==> src/rtl/memory_access.sv <==
// Memory-access stage: forwards ALU results, resolves branches and runs one
// data-memory transaction at a time over a request/ack bus with a timeout.
module memory_access #(
  parameter int TIMEOUT_CYCLES = 16
) (
  input  logic        clk,
  input  logic        rst,
  input  logic        in_valid,
  input  logic [31:0] alu_result,
  input  logic [31:0] rs2_w,
  input  logic        zero,
  input  logic [31:0] PC_sum,
  input  logic        mem_read,
  input  logic        mem_write,
  input  logic        branch,
  input  logic [2:0]  funct3,
  output logic        stall,
  output logic [31:0] wb_data,
  output logic        wb_valid,
  output logic        pc_src,
  output logic [31:0] branch_target,
  output logic        misalign_err,
  output logic        bus_err,
  output logic        dmem_req,
  output logic        dmem_we,
  output logic [31:0] dmem_addr,
  output logic [3:0]  dmem_be,
  output logic [31:0] dmem_wdata,
  input  logic        dmem_ack,
  input  logic [31:0] dmem_rdata
);

  localparam int CW = $clog2(TIMEOUT_CYCLES + 1);
  localparam logic [CW-1:0] CNT_LAST = CW'(TIMEOUT_CYCLES - 1);

  typedef enum logic {IDLE, BUSY} state_t;

  state_t      state_q, state_d;
  logic [CW-1:0] cnt_q, cnt_d;
  logic        dmem_req_q, dmem_req_d;
  logic        dmem_we_q, dmem_we_d;
  logic [31:0] dmem_addr_q, dmem_addr_d;
  logic [3:0]  dmem_be_q, dmem_be_d;
  logic [31:0] dmem_wdata_q, dmem_wdata_d;
  logic [31:0] wb_data_q, wb_data_d;
  logic        wb_valid_q, wb_valid_d;
  logic        pc_src_q, pc_src_d;
  logic [31:0] branch_target_q, branch_target_d;
  logic        misalign_err_q, misalign_err_d;
  logic        bus_err_q, bus_err_d;
  // Access context kept for the completion cycle.
  logic [2:0]  funct3_q, funct3_d;
  logic [1:0]  lane_q, lane_d;
  logic [31:0] result_q, result_d;

  logic        is_mem;
  logic        funct_ok;
  logic        align_ok;
  logic        illegal;
  logic [3:0]  be_new;
  logic [31:0] wdata_new;

  // Pull the addressed byte/halfword out of the read word and extend it.
  function automatic logic [31:0] load_extract(input logic [31:0] w,
                                               input logic [1:0]  lane,
                                               input logic [2:0]  f3);
    logic [31:0] s;
    s = w >> {lane, 3'b000};
    case (f3)
      3'b000:  load_extract = {{24{s[7]}}, s[7:0]};
      3'b100:  load_extract = {24'b0, s[7:0]};
      3'b001:  load_extract = {{16{s[15]}}, s[15:0]};
      3'b101:  load_extract = {16'b0, s[15:0]};
      default: load_extract = w;
    endcase
  endfunction

  // Classify the presented op and build lane-aligned enables and write data.
  always_comb begin
    is_mem = mem_read | mem_write;
    if (mem_read)
      funct_ok = (funct3 == 3'b000) || (funct3 == 3'b001) || (funct3 == 3'b010) ||
                 (funct3 == 3'b100) || (funct3 == 3'b101);
    else
      funct_ok = (funct3 == 3'b000) || (funct3 == 3'b001) || (funct3 == 3'b010);
    case (funct3[1:0])
      2'b01:   align_ok = ~alu_result[0];
      2'b10:   align_ok = (alu_result[1:0] == 2'b00);
      default: align_ok = 1'b1;
    endcase
    illegal = is_mem & ((mem_read & mem_write) | ~funct_ok | ~align_ok);
    case (funct3[1:0])
      2'b00: begin
        be_new    = 4'b0001 << alu_result[1:0];
        wdata_new = {4{rs2_w[7:0]}};
      end
      2'b01: begin
        be_new    = 4'b0011 << alu_result[1:0];
        wdata_new = {2{rs2_w[15:0]}};
      end
      default: begin
        be_new    = 4'b1111;
        wdata_new = rs2_w;
      end
    endcase
  end

  // Next-state logic for the IDLE/BUSY controller and all registered outputs.
  always_comb begin
    state_d         = state_q;
    cnt_d           = cnt_q;
    dmem_req_d      = dmem_req_q;
    dmem_we_d       = dmem_we_q;
    dmem_addr_d     = dmem_addr_q;
    dmem_be_d       = dmem_be_q;
    dmem_wdata_d    = dmem_wdata_q;
    wb_data_d       = wb_data_q;
    wb_valid_d      = 1'b0;
    misalign_err_d  = 1'b0;
    bus_err_d       = 1'b0;
    funct3_d        = funct3_q;
    lane_d          = lane_q;
    result_d        = result_q;
    pc_src_d        = in_valid & branch & zero;
    branch_target_d = PC_sum;
    stall           = 1'b0;
    case (state_q)
      IDLE: begin
        if (in_valid) begin
          if (!is_mem) begin
            wb_data_d  = alu_result;
            wb_valid_d = 1'b1;
          end else if (illegal) begin
            misalign_err_d = 1'b1;
          end else begin
            stall        = 1'b1;
            state_d      = BUSY;
            cnt_d        = '0;
            dmem_req_d   = 1'b1;
            dmem_we_d    = mem_write;
            dmem_addr_d  = {alu_result[31:2], 2'b00};
            dmem_be_d    = be_new;
            dmem_wdata_d = wdata_new;
            funct3_d     = funct3;
            lane_d       = alu_result[1:0];
            result_d     = alu_result;
          end
        end
      end
      BUSY: begin
        if (dmem_ack) begin
          // Ack wins even on the final timeout cycle.
          state_d    = IDLE;
          dmem_req_d = 1'b0;
          dmem_we_d  = 1'b0;
          dmem_be_d  = 4'b0000;
          wb_valid_d = 1'b1;
          wb_data_d  = dmem_we_q ? result_q : load_extract(dmem_rdata, lane_q, funct3_q);
        end else if (cnt_q == CNT_LAST) begin
          stall      = 1'b1;
          state_d    = IDLE;
          dmem_req_d = 1'b0;
          dmem_we_d  = 1'b0;
          dmem_be_d  = 4'b0000;
          bus_err_d  = 1'b1;
        end else begin
          stall = 1'b1;
          cnt_d = cnt_q + CW'(1);
        end
      end
      default: state_d = IDLE;
    endcase
  end

  // State and output registers; reset abandons any transaction in flight.
  always_ff @(posedge clk or posedge rst) begin
    if (rst) begin
      state_q         <= IDLE;
      cnt_q           <= '0;
      dmem_req_q      <= 1'b0;
      dmem_we_q       <= 1'b0;
      dmem_addr_q     <= '0;
      dmem_be_q       <= '0;
      dmem_wdata_q    <= '0;
      wb_data_q       <= '0;
      wb_valid_q      <= 1'b0;
      pc_src_q        <= 1'b0;
      branch_target_q <= '0;
      misalign_err_q  <= 1'b0;
      bus_err_q       <= 1'b0;
      funct3_q        <= '0;
      lane_q          <= '0;
      result_q        <= '0;
    end else begin
      state_q         <= state_d;
      cnt_q           <= cnt_d;
      dmem_req_q      <= dmem_req_d;
      dmem_we_q       <= dmem_we_d;
      dmem_addr_q     <= dmem_addr_d;
      dmem_be_q       <= dmem_be_d;
      dmem_wdata_q    <= dmem_wdata_d;
      wb_data_q       <= wb_data_d;
      wb_valid_q      <= wb_valid_d;
      pc_src_q        <= pc_src_d;
      branch_target_q <= branch_target_d;
      misalign_err_q  <= misalign_err_d;
      bus_err_q       <= bus_err_d;
      funct3_q        <= funct3_d;
      lane_q          <= lane_d;
      result_q        <= result_d;
    end
  end

  assign wb_data       = wb_data_q;
  assign wb_valid      = wb_valid_q;
  assign pc_src        = pc_src_q;
  assign branch_target = branch_target_q;
  assign misalign_err  = misalign_err_q;
  assign bus_err       = bus_err_q;
  assign dmem_req      = dmem_req_q;
  assign dmem_we       = dmem_we_q;
  assign dmem_addr     = dmem_addr_q;
  assign dmem_be       = dmem_be_q;
  assign dmem_wdata    = dmem_wdata_q;

endmodule

==> config.mk <==
export PLATFORM = sky130hd
export DESIGN_NAME = memory_access
export DESIGN_NICKNAME = d
export VERILOG_FILES = /design/src/rtl/memory_access.sv
export SDC_FILE = /design/constraint.sdc
export NUM_CORES = 1
export LEC_CHECK = 0
export CAP_MARGIN = 10
export CORE_MARGIN = 2
export CORE_UTILIZATION = 45
export CTS_BUF_LIST = sky130_fd_sc_hd__clkbuf_4 sky130_fd_sc_hd__clkbuf_8
export CTS_CLUSTER_DIAMETER = 100
export DETAILED_ROUTE_END_ITERATION = 10
export GPL_TIMING_DRIVEN = 0
export PLACE_DENSITY = 0.83
export SLEW_MARGIN = 20
export SYNTH_ARGS = -nofsm -noshare
export SYNTH_HDL_FRONTEND = slang
export SYNTH_SLANG_ARGS = --single-unit
==> constraint.sdc <==
create_clock -name clk -period 5.35 [get_ports clk]
set_clock_uncertainty 0.15 [all_clocks]
set_input_delay 0.8025 -clock clk [delete_from_list [all_inputs] [get_ports clk]]
set_output_delay 0.8025 -clock clk [all_outputs]
set_load 0.005 [all_outputs]
==> impl_metrics.env <==
export IMPL_hold_depth=2
export IMPL_synthFlopType="sky130_fd_sc_hd__dfrtp_1"
export IMPL_totalWireLength_um=23600
export IMPL_initial_antenna_violation_count=0
export IMPL_drive_gt1_frac=0.152
export IMPL_placementRows=45
export IMPL_powerDensity_mw_per_mm2=388
export IMPL_cts_root_to_sink_buffers=2
export IMPL_dp_final_hpwl_um=17500
export IMPL_rsz0062_at_grt="no"
export IMPL_post_synth_instance_area_mm2=0.00691
export IMPL_holdCritPathClass="register to register"
export IMPL_yosysUniqueCellTypes=54
export IMPL_wire_per_inst_um=21.5
export IMPL_cts_tree="yes"
export IMPL_async_set_or_reset_flop_fraction_in_the_synthesized_netlist=1.00
export IMPL_num_antenna_cells=0
export IMPL_critical_path_arrival_ps=3800
export IMPL_vias_per_cell=5.90
export IMPL_grt_busiest_layer="met2"
export IMPL_grt_pass1_wl_um=35900
export IMPL_period_minus_slack_ps=4750
export IMPL_clk_root_buffer_cell="sky130_fd_sc_hd__clkbuf_8"
export IMPL_cts_inserted_buffers=17
export IMPL_required_ps=4400
export IMPL_crit_path_start_kind="input port"
export IMPL_core_area_mm2=0.0151
export IMPL_run_status="completed"
export IMPL_global_route_met1_usage=0.356
export IMPL_worst_slew_pin_transition_ps=891
export IMPL_timing_reg2reg_setup_slack_ps=2690
export IMPL_grtUsageMet2=0.478
export IMPL_detail_route_iter0_violations=534
export IMPL_routed_via_count=6465
export IMPL_dieArea_mm2=0.0164
export IMPL_initial_utilization=0.458
export IMPL_buffer_ports_inserted=275
export IMPL_maxSlewHeadroom=0.405
export IMPL_met3_demand_to_capacity_share_in_global_routing=0.0835
export IMPL_whs_endpoint="dmem_req"
export IMPL_die_h_um=128
export IMPL_setup_slack_of_the_critical_path_after_layout_ps=596
export IMPL_worst_r2r_dst="wb_data[28]"
export IMPL_reg2reg_depth=6
export IMPL_maximum_vdd_ir_drop_mv=0.281
export IMPL_report_final_setup_viol=0
export IMPL_yosys_area_top_type_share=0.532
export IMPL_groute_usage_overall=0.290
export IMPL_timing_setup_critical_path_class="input port to primary output"
export IMPL_leak_uw=0.00431
export IMPL_die_w_um=128
export IMPL_finalMaxSlewViolations=0
export IMPL_area_delta_synth_final_pct=49.3
export IMPL_seq_area_frac_synth=0.532
export IMPL_crit_path_top_delay_cell="sky130_fd_sc_hd__clkdlybuf4s50_1"
export IMPL_cts_repair_resized=0
export IMPL_place_gp_congestion=0.944
export IMPL_max_freq_ghz=0.210
export IMPL_crit_fanout=10
export IMPL_design_portCount=278
export IMPL_post_cts_setup_buffers=0
export IMPL_hold_sp="dmem_req"
export IMPL_reg2reg_from="state_q"
export IMPL_synth_yosys_warnings=0
export IMPL_crit_path_max_incr_delay_ps=580
export IMPL_ys_top_cells_by_area="sky130_fd_sc_hd__dfrtp_1 (53%), sky130_fd_sc_hd__mux2_2 (11%), sky130_fd_sc_hd__a22oi_1 (4.3%)"
export IMPL_setup_worst_path_end_class="primary output"
export IMPL_fin_util=0.684
export IMPL_post_synth_edffs=0
export IMPL_netlist_top_cell_by_area="sky130_fd_sc_hd__dfrtp_1"
export IMPL_synthesized_instance_count=599
export IMPL_final_net_count=1039
export IMPL_timing_critical_path_cells="clkdlybuf4s50_1, inv_1, ha_1, buf_2, o21ai_0, a221oi_2, nand3_1, buf_2, buf_2, o21ai_0, clkdlybuf4s50_1"
export IMPL_most_repeated_library_cell_on_the_critical_path="sky130_fd_sc_hd__buf_2"
export IMPL_finalPower_uw=4010
export IMPL_detailedRoute_firstPassIterationCount=6
export IMPL_number_of_global_route_vias_before_repair=6482
export IMPL_aggregate_global_routing_overflow=0
export IMPL_cts_htree_levels=4
export IMPL_cts_clk_slew_worst_paths_ps=90
export IMPL_antenna_left=0
export IMPL_place_worst_setup_slack_ps=564
export IMPL_clock_latency_ps=460
export IMPL_number_of_maximum_capacitance_violations=0
export IMPL_grt_max_degree=89
export IMPL_drt_drc_violations_left=0
export IMPL_cts_hold_buffers_added=0
export IMPL_syn_mean_instance_area_um2=11.5
export IMPL_timing_final_hold_violations=0
export IMPL_yosys_register_bits=147
export IMPL_share_of_the_cycle_needed_by_the_critical_path_after_routing=0.889
export IMPL_clock_sink_count=147
[metal layers]
metal  wire [um]  share of wire
met1        8700           0.37
met5           0              0
met3        2730           0.12
met4         915          0.039
met2       11300           0.48
[worst max-delay path: cells and delay by family]
family | cells | cell delay (ps)
AO/OA/AOI/OAI | 3 | 530
adder cells (fa/ha/maj) | 1 | 160
buffers and inverters | 6 | 2020
AND/OR/NAND/NOR | 1 | 300
[registers in the layout, summed over array words and instances (netlist names), 3 cells and up]
name,cells
cnt_q,5
wb_data,32
dmem_wdata,32
dmem_be,4
funct3_q,3
result_q,31
branch_target,32
[cell usage after synthesis (all sizes together) (2+ instances only)]
library cell	n
xnor2	2
a22o	8
clkbuf	30
a211oi	15
a21oi	25
nand2	54
a221oi	8
nor3b	2
nor2	9
ha	5
buf	19
dfrtp	147
o221ai	13
nor3	9
or3	10
inv	12
mux2i	15
o22ai	7
nand2b	3
and2	4
nor4b	2
a31oi	2
o21ai	27
a22oi	40
nand3b	7
and3	11
a31o	9
mux2	77
o211ai	11
[cell type report]
class / count / area (um2)
clock inverters: 15 / 150
well taps: 188 / 235
repair buffers: 276 / 2780
inverters: 13 / 56.3
fillers: 1190 / 4760
plain buffers: 49 / 221
multi-input cells: 391 / 2970
clock buffers: 17 / 234
flip-flops and latches: 147 / 3680
[cell families (layout without fill, tap and decap cells)]
kind of cell | Yosys count | after routing | synth area share
buffers and inverters | 62 | 370 | 0.0391
adder cells (fa/ha/maj) | 5 | 5 | 0.00905
AND/OR/NAND/NOR | 116 | 116 | 0.0843
multiplexers | 93 | 93 | 0.151
XOR/XNOR | 2 | 2 | 0.00253
flip-flops | 147 | 147 | 0.532
AO/OA/AOI/OAI | 173 | 173 | 0.182
other | 1 | 2 | 0.000542
[layout by cell type, fill, tap and decap left out, types with 8 or more instances in the layout]
cell,netlist,final
sky130_fd_sc_hd__nor3_1,9,9
sky130_fd_sc_hd__a211oi_1,14,14
sky130_fd_sc_hd__or3_1,10,10
sky130_fd_sc_hd__o21ai_0,27,27
sky130_fd_sc_hd__a22o_1,8,8
sky130_fd_sc_hd__a22oi_1,40,40
sky130_fd_sc_hd__mux2_2,68,68
sky130_fd_sc_hd__nand2_1,54,54
sky130_fd_sc_hd__clkbuf_8,0,17
sky130_fd_sc_hd__dfrtp_1,147,147
sky130_fd_sc_hd__clkbuf_1,30,30
sky130_fd_sc_hd__o221ai_1,13,13
sky130_fd_sc_hd__buf_2,12,12
sky130_fd_sc_hd__and3_1,11,11
sky130_fd_sc_hd__inv_1,12,11
sky130_fd_sc_hd__o211ai_1,11,11
sky130_fd_sc_hd__nor2_1,8,8
sky130_fd_sc_hd__a21oi_1,25,25
sky130_fd_sc_hd__a31o_2,9,9
sky130_fd_sc_hd__mux2i_1,15,15
sky130_fd_sc_hd__mux2_1,8,8
sky130_fd_sc_hd__clkdlybuf4s50_1,0,275
[worst max path at each step]
stage / startpoint / to / depth (start not counted)
after floorplan: rst / branch_target[0] / 1
after global placement: rst / dmem_wdata[4] / 2
after detailed placement: funct3[1] / stall / 10
after CTS: funct3[1] / stall / 11
after global routing: funct3[1] / stall / 11
final: funct3[1] / stall / 11
[power breakdown]
group	internal, uW	switching (uW)	leakage [uW]
registers	1410	200	0.00179
logic	911	635	0.00234
clock network	380	476	0.000183
total	2700	1310	0.00431
[through the flow]
| stage | TNS (ps) | area (um2) | hold WS [ps] | instances |
|---|---|---|---|---|
| 2_1_floorplan | 0 | 6920 | 321 | 600 |
| 3_3_place_gp | -241620 | 9910 | 311 | 1063 |
| 3_5_place_dp | 0 | 9940 | 322 | 1064 |
| 4_1_cts | 0 | 10300 | 351 | 1096 |
| 5_1_grt | 0 | 10300 | 375 | 1096 |
| 6_report | 0 | 10300 | 343 | 1096 |
(Power assumes the default switching activity.)
